[src/rtl/control_unit_pkg.sv]
// Shared types for the RV32I multi-cycle control unit: ALU modes, datapath select map,
// opcode constants and FSM states.
package control_unit_pkg;

  typedef logic [31:0]        uint32_t;
  typedef logic signed [31:0] int32_t;

  typedef enum logic [3:0] {
    AluAdd  = 4'd0,
    AluSub  = 4'd1,
    AluSll  = 4'd2,
    AluSlt  = 4'd3,
    AluSltu = 4'd4,
    AluXor  = 4'd5,
    AluSrl  = 4'd6,
    AluSra  = 4'd7,
    AluOr   = 4'd8,
    AluAnd  = 4'd9
  } alu_mode_t;

  typedef enum logic {ASelReg = 1'b0, ASelPc = 1'b1} alu_in_a_sel_t;
  typedef enum logic {BSelReg = 1'b0, BSelImm = 1'b1} alu_in_b_sel_t;
  typedef enum logic [1:0] {
    DestNone = 2'd0,
    DestAlu  = 2'd1,
    DestMem  = 2'd2,
    DestPc   = 2'd3
  } dest_reg_from_t;

  typedef struct packed {
    alu_in_a_sel_t  alu_in_a;
    alu_in_b_sel_t  alu_in_b;
    dest_reg_from_t dest_reg_from;
  } data_path_map_t;

  typedef enum logic [1:0] {StFetch, StExecute, StJump} state_t;

  localparam logic [6:0] OpcodeOp     = 7'b0110011;
  localparam logic [6:0] OpcodeOpImm  = 7'b0010011;
  localparam logic [6:0] OpcodeLui    = 7'b0110111;
  localparam logic [6:0] OpcodeAuipc  = 7'b0010111;
  localparam logic [6:0] OpcodeLoad   = 7'b0000011;
  localparam logic [6:0] OpcodeStore  = 7'b0100011;
  localparam logic [6:0] OpcodeBranch = 7'b1100011;
  localparam logic [6:0] OpcodeJal    = 7'b1101111;
  localparam logic [6:0] OpcodeJalr   = 7'b1100111;

  // f7[5] selects SUB only for register-register ops; it always selects SRA.
  function automatic alu_mode_t alu_func(input logic [2:0] f3, input logic f7_5,
                                         input logic is_op);
    alu_mode_t m;
    case (f3)
      3'b000:  m = (is_op && f7_5) ? AluSub : AluAdd;
      3'b001:  m = AluSll;
      3'b010:  m = AluSlt;
      3'b011:  m = AluSltu;
      3'b100:  m = AluXor;
      3'b101:  m = f7_5 ? AluSra : AluSrl;
      3'b110:  m = AluOr;
      default: m = AluAnd;
    endcase
    return m;
  endfunction

endpackage

[src/rtl/control_unit_alu.sv]
// 32-bit integer ALU; purely combinational.
module control_unit_alu
  import control_unit_pkg::*;
#(
  parameter int unsigned XLEN = 32
) (
  input  logic [XLEN-1:0] in_a,
  input  logic [XLEN-1:0] in_b,
  input  alu_mode_t       mode,
  output logic [XLEN-1:0] out
);

  logic [4:0] shamt;
  assign shamt = in_b[4:0];

  always_comb begin
    out = '0;
    case (mode)
      AluAdd:  out = in_a + in_b;
      AluSub:  out = in_a - in_b;
      AluSll:  out = in_a << shamt;
      AluSlt:  out = {{(XLEN-1){1'b0}}, $signed(in_a) < $signed(in_b)};
      AluSltu: out = {{(XLEN-1){1'b0}}, in_a < in_b};
      AluXor:  out = in_a ^ in_b;
      AluSrl:  out = in_a >> shamt;
      AluSra:  out = $unsigned($signed(in_a) >>> shamt);
      AluOr:   out = in_a | in_b;
      AluAnd:  out = in_a & in_b;
      default: out = '0;
    endcase
  end

endmodule

[src/rtl/control_unit.sv]
// RV32I multi-cycle sequencer: opcode decode, fetch/execute/jump FSM, ALU and program counter.
module control_unit
  import control_unit_pkg::*;
#(
  parameter int unsigned     XLEN     = 32,
  parameter logic [XLEN-1:0] RESET_PC = '0
) (
  input  logic            clk,
  input  logic            rst,
  input  logic [6:0]      opcode,
  input  logic [2:0]      f3,
  input  logic [6:0]      f7,
  input  logic            stall,
  input  logic            debug_wait,
  input  logic [XLEN-1:0] alu_in_a,
  input  logic [XLEN-1:0] alu_in_b,
  input  logic [XLEN-1:0] imm,
  input  logic [XLEN-1:0] instruction_len,
  output logic [3:0]      data_path,
  output logic [3:0]      alu_mode,
  output logic            invert_logic_result,
  output logic            fetch_next_instruction,
  output logic            load_ir,
  output logic            increment_pc,
  output logic            load_pc,
  output logic            dbus_we,
  output logic            dbus_re,
  output logic            load_rd,
  output logic            branching,
  output logic [XLEN-1:0] alu_out,
  output logic [XLEN-1:0] pc_out
);

  state_t         state_q, state_d;
  logic [XLEN-1:0] pc_q;
  data_path_map_t dp_dec, dp_out;
  alu_mode_t      mode_dec;
  logic           inv_dec, is_branch, is_load, is_store, is_jump, is_jalr;
  logic           take;
  logic [XLEN-1:0] pc_step;

  logic unused_f7;
  assign unused_f7 = ^{f7[6], f7[4:0]};

  // Toggle handshake lets a testbench push the FSM into EXECUTE without a second driver.
  bit   force_req = 1'b0;
  logic force_ack_q;

  task automatic set_execute();
    force_req = ~force_req;
  endtask

  always_comb begin
    dp_dec    = '{alu_in_a: ASelReg, alu_in_b: BSelReg, dest_reg_from: DestNone};
    mode_dec  = AluAdd;
    inv_dec   = 1'b0;
    is_branch = 1'b0;
    is_load   = 1'b0;
    is_store  = 1'b0;
    is_jump   = 1'b0;
    is_jalr   = 1'b0;
    case (opcode)
      OpcodeOp: begin
        dp_dec.dest_reg_from = DestAlu;
        mode_dec             = alu_func(f3, f7[5], 1'b1);
      end
      OpcodeOpImm: begin
        dp_dec.alu_in_b      = BSelImm;
        dp_dec.dest_reg_from = DestAlu;
        mode_dec             = alu_func(f3, f7[5], 1'b0);
      end
      OpcodeLui: begin
        dp_dec.alu_in_b      = BSelImm;
        dp_dec.dest_reg_from = DestAlu;
      end
      OpcodeAuipc: begin
        dp_dec.alu_in_a      = ASelPc;
        dp_dec.alu_in_b      = BSelImm;
        dp_dec.dest_reg_from = DestAlu;
      end
      OpcodeLoad: begin
        dp_dec.alu_in_b      = BSelImm;
        dp_dec.dest_reg_from = DestMem;
        is_load              = 1'b1;
      end
      OpcodeStore: begin
        dp_dec.alu_in_b = BSelImm;
        is_store        = 1'b1;
      end
      OpcodeBranch: begin
        is_branch = 1'b1;
        case (f3)
          3'b000:  begin mode_dec = AluSub;  inv_dec = 1'b1; end
          3'b001:  begin mode_dec = AluSub;  inv_dec = 1'b0; end
          3'b100:  begin mode_dec = AluSlt;  inv_dec = 1'b0; end
          3'b101:  begin mode_dec = AluSlt;  inv_dec = 1'b1; end
          3'b110:  begin mode_dec = AluSltu; inv_dec = 1'b0; end
          3'b111:  begin mode_dec = AluSltu; inv_dec = 1'b1; end
          default: begin mode_dec = AluSub;  inv_dec = 1'b0; end
        endcase
      end
      OpcodeJal: begin
        dp_dec.alu_in_a = ASelPc;
        dp_dec.alu_in_b = BSelImm;
        is_jump         = 1'b1;
      end
      OpcodeJalr: begin
        dp_dec.alu_in_b = BSelImm;
        is_jump         = 1'b1;
        is_jalr         = 1'b1;
      end
      default: ;
    endcase
  end

  control_unit_alu #(.XLEN(XLEN)) u_alu (
    .in_a (alu_in_a),
    .in_b (alu_in_b),
    .mode (mode_dec),
    .out  (alu_out)
  );

  always_comb begin
    state_d                = state_q;
    dp_out                 = dp_dec;
    dp_out.dest_reg_from   = DestNone;
    fetch_next_instruction = 1'b0;
    load_ir                = 1'b0;
    increment_pc           = 1'b0;
    load_pc                = 1'b0;
    dbus_we                = 1'b0;
    dbus_re                = 1'b0;
    load_rd                = 1'b0;
    branching              = 1'b0;
    case (state_q)
      StFetch: begin
        fetch_next_instruction = 1'b1;
        load_ir                = 1'b1;
        if (!stall && !debug_wait) state_d = StExecute;
      end
      StExecute: begin
        if (!is_jump) dp_out.dest_reg_from = dp_dec.dest_reg_from;
        dbus_re   = is_load;
        dbus_we   = is_store;
        branching = is_branch;
        if (!stall) begin
          increment_pc = 1'b1;
          load_rd      = !is_jump && (dp_dec.dest_reg_from != DestNone);
          state_d      = is_jump ? StJump : StFetch;
        end
      end
      StJump: begin
        dp_out.dest_reg_from = DestPc;
        load_rd              = 1'b1;
        load_pc              = 1'b1;
        state_d              = StFetch;
      end
      default: state_d = StFetch;
    endcase
    // Reset aborts everything: no strobe may leak out while rst is low.
    if (!rst) begin
      fetch_next_instruction = 1'b0;
      load_ir                = 1'b0;
      increment_pc           = 1'b0;
      load_pc                = 1'b0;
      dbus_we                = 1'b0;
      dbus_re                = 1'b0;
      load_rd                = 1'b0;
      branching              = 1'b0;
    end
  end

  assign data_path           = dp_out;
  assign alu_mode            = mode_dec;
  assign invert_logic_result = inv_dec;

  assign take    = (alu_out != '0) ^ inv_dec;
  assign pc_step = (take && branching) ? imm : instruction_len;

  always_ff @(posedge clk or negedge rst) begin
    if (!rst) begin
      state_q     <= StFetch;
      force_ack_q <= force_req;
    end else begin
      force_ack_q <= force_req;
      state_q     <= (force_req != force_ack_q) ? StExecute : state_d;
    end
  end

  always_ff @(posedge clk or negedge rst) begin
    if (!rst) begin
      pc_q <= RESET_PC;
    end else if (load_pc) begin
      pc_q <= is_jalr ? {alu_out[XLEN-1:1], 1'b0} : alu_out;
    end else if (increment_pc) begin
      pc_q <= pc_q + pc_step;
    end
  end

  assign pc_out = pc_q;

endmodule

[config.mk]
export PLATFORM = sky130hd
export DESIGN_NAME = control_unit
export DESIGN_NICKNAME = d
export VERILOG_FILES = /design/src/rtl/control_unit_pkg.sv /design/src/rtl/control_unit_alu.sv /design/src/rtl/control_unit.sv
export SDC_FILE = /design/constraint.sdc
export NUM_CORES = 1
export LEC_CHECK = 0
export ABC_AREA = 1
export CAP_MARGIN = 0
export CELL_PAD_IN_SITES_DETAIL_PLACEMENT = 1
export CELL_PAD_IN_SITES_GLOBAL_PLACEMENT = 1
export CORE_MARGIN = 2
export CORE_UTILIZATION = 25
export DETAILED_ROUTE_END_ITERATION = 10
export GPL_TIMING_DRIVEN = 0
export PLACE_DENSITY_LB_ADDON = 0.1
export SLEW_MARGIN = 20
export SYNTH_ARGS = -nofsm -noshare
export SYNTH_HDL_FRONTEND = slang
export SYNTH_SLANG_ARGS = --single-unit
[constraint.sdc]
create_clock -name clk -period 5.06 [get_ports clk]
set_input_delay 1.012 -clock clk [delete_from_list [all_inputs] [get_ports clk]]
set_output_delay 1.012 -clock clk [all_outputs]
set_load 0.01 [all_outputs]
==> impl_metrics.tcl <==
set metrics [dict create \
    outcome "finished, violations left" \
    use_met3_pct 4.68 \
    clkSinkCount 34 \
    cp_max_fo 7 \
    busiest_layer "met2" \
    synth_compound_area_share_pct 9.77 \
    cts_tree "yes" \
    clk_latency_ps 290 \
    cpPeakStageDelay_ps 400 \
    die_x_um 251 \
    seq_area_um2 851 \
    relSlewSlack_pct 26.7 \
    cp_common_cell "nand2_2" \
    die_h_um 251 \
    grtUsageMet2_pct 58.9 \
    synth.distinct_cells 45 \
    grt_overflow 0 \
    synth_mux_area_share_pct 2.89 \
    layout.nets 3692 \
    crit_path_end_kind "flip-flop" \
    p_total_mw 5.59 \
    max_freq_mhz 153 \
    final_max_slew_viol_count 0 \
    p_per_area_nw_per_um2 239 \
    power.leakage_nw 11.8 \
    use_met1_pct 45.9 \
    grtUsageTotal_pct 35.8 \
    postRouteAntennaNets 0 \
    io_pins 230 \
    yosys.area_share.simple_pct 54.5 \
    crit_family "simple AND/OR/NAND/NOR gates" \
    drive_gt1_share_pct 26.9 \
    hpwl_mm 96.3 \
    drc 0 \
    cts_max_level 2 \
    synth_area_um2 15300 \
    numCtsBuffers 5 \
    core_um2 60500 \
    required_ps 5280 \
    path_buf_inv 10 \
    viasPerCell 5.43 \
    grt_pass1_wl_mm 165 \
    vdd_ir_drop_max_mv 0.160 \
    synth_warnings 0 \
    violations "negative setup slack" \
    grt_max_degree 23 \
    final-hold-violation-count 0 \
    synth_fa_ha_area_share_pct 11.4 \
    syn2layout_area_growth_pct 53.0 \
    syn_area_per_cell_um2 5.09 \
    firstDrtPassIters 5 \
    routedWlPerCell_um 28.0 \
    fin_skew_ps 12.1 \
    rsz0062_at_grt "true" \
    setup_violations 31 \
    routabilityCongestion 1.00 \
    tightestPinTransition_ps 1100 \
    clk_pin_slew_ps 60 \
    ys_seq_area_share_pct 5.56 \
    num-fill-cells 7972 \
    synth_xor_area_share_pct 1.49 \
    syn_inst 3004 \
    postCtsHoldBufs 0 \
    worstHoldPathType "reg -> reg" \
    rows 90 \
    start_util_pct 25.3 \
    clockBufferDepth 2 \
    io_buffers 222 \
    finalCriticalPeriod_ps 6530 \
    final.setup.worst_slack_ps -1470 \
    die_area_um2 63200 \
    startpoint_type "primary input" \
    drt_iter0_drc 1582 \
    critical_path_arrival_ps 6750 \
    synth_edf_count 0 \
    num_vias 22800 \
    timing.hold.ws_ps 516 \
    drv_cap 0 \
    antenna_found_initial 6 \
    fin_crit_sh_pct 129 \
    critical_path_class "in -> reg" \
    multi_input_area_um2 15000 \
    postSynth.asyncResetShare_pct 100 \
    cts-root-buf "clkbuf_16" \
    grt_pass1_vias 23100 \
    slowest_stage "nand4_1" \
    synth_seq_cells 34 \
    ff2ff_setup_slack_ps 580 \
    syn_nets 3291 \
    synth_top_family_by_area "simple AND/OR/NAND/NOR gates" \
    post-route-util_pct 38.7 \
    synth_ff_type "dfrtp_1" \
    wl_mm 117 \
]
synthesized netlist by cell type (all sizes together) (4+ instances only):
cell type,n,area (um2)
and2,5,31.3
a21oi,125,626
buf,69,367
nor4,6,37.5
nand3b,16,120
nand2,994,3780
dfrtp,34,851
mux2,30,443
inv,420,1580
o211ai,13,97.6
xor2,17,149
nor2,329,1280
a21o,4,30.0
clkinv,4,15.0
nand3,524,2660
o221ai,8,70.1
ha,135,1690
nor3,22,110
clkbuf,64,240
o21ai,99,495
or2,7,43.8
nand4,40,250
o21bai,12,90.1
xnor2,9,78.8
sequential cells by signal (all words and copies together), names as in the netlist:
name and flops:
pc_out 32, state_q 2
worst paths after layout:
check                                        from  cells after the start                endpoint
setup reg to reg           state_q[1]$_DFFE_PN0P_                     26  pc_out[31]$_DFFE_PN0P_
hold reg to reg            pc_out[25]$_DFFE_PN0P_                      2  pc_out[25]$_DFFE_PN0P_
min in group asynchronous                     rst                      1  pc_out[19]$_DFFE_PN0P_
hold / removal             pc_out[25]$_DFFE_PN0P_                      2  pc_out[25]$_DFFE_PN0P_
max in group asynchronous                     rst                      2  pc_out[11]$_DFFE_PN0P_
setup / recovery                      alu_in_b[2]                     42  pc_out[31]$_DFFE_PN0P_
worst reg2reg max path, cell delays in order (launching register included):
cell and delay, ps:
dfrtp_1 400, inv_1 90, ha_1 260, nand2_1 170, nor2_1 510, nand2_8 170
buf_12 190, buf_12 130, mux2_4 310, ha_4 290, a21o_1 120, a21oi_2 50
o21ai_2 160, nand2_1 100, nand2_2 80, a21oi_2 70, o21ai_2 200, inv_2 80
o21ai_4 230, buf_6 130, nand3_2 60, nand2_2 110, xor2_2 160, inv_1 70
nand3_1 70, nand3_1 70, a21oi_1 160
where the power goes:
part	internal, mW	switching, mW	leakage (nW)
Sequential	0.397	0.137	0.402
Combinational	1.92	2.77	11.3
Clock	0.234	0.136	0.0781
Total	2.56	3.04	11.8
metal layers:
layer	routed length, um	vias to the layer above
met5	0	-
li1	-	10400
met4	7420	0
met1	49800	11200
met2	53100	871
met3	7160	241
cells in the final DEF (no fill, tap or decap), drive strengths merged, types with 61 or more instances in the layout:
cell,instances
nand2,994
a21oi,125
nor2,329
inv,407
nand3,524
clkbuf,61
ha,135
clkdlybuf4s50,154
buf,271
o21ai,99
metrics by stage:
step	cells	cell area [um2]	worst slack, ps	TNS, ps
after floorplan	3004	15600	-891	-12980
after global placement	4008	18800	-3910	-134150
after detailed placement	4009	18900	-3920	-132980
after CTS	4144	21900	-1390	-29350
after global routing	4191	23400	-1750	-38970
final	4191	23400	-1470	-31190
repair_timing:
action | in CTS | in global routing
setup buffers | 147 | 47
setup endpoints to repair | 64 | 59
gates cloned | 1 | 1
pin swaps | 144 | 167
gates resized for setup | 627 | 365
kinds of logic after synthesis:
logic type      Yosys count
mux                      30
fa+ha+maj               138
simple gates           1946
buf+inv                 557
compound gates          273
xor+xnor                 26
flops                    34
layout make-up:
class / instances / share of cell area [%]
Multi-Input combinational cell: 2413 / 63.9
Timing Repair Buffer: 416 / 16.5
Inverter: 424 / 7.22
Tap cell: 782 / 4.18
Buffer: 111 / 3.85
Sequential cell: 34 / 3.63
Clock buffer: 7 / 0.567
Clock inverter: 1 / 0.128
Antenna cell: 3 / 0.0321
Power figures use the tool's default switching activity.
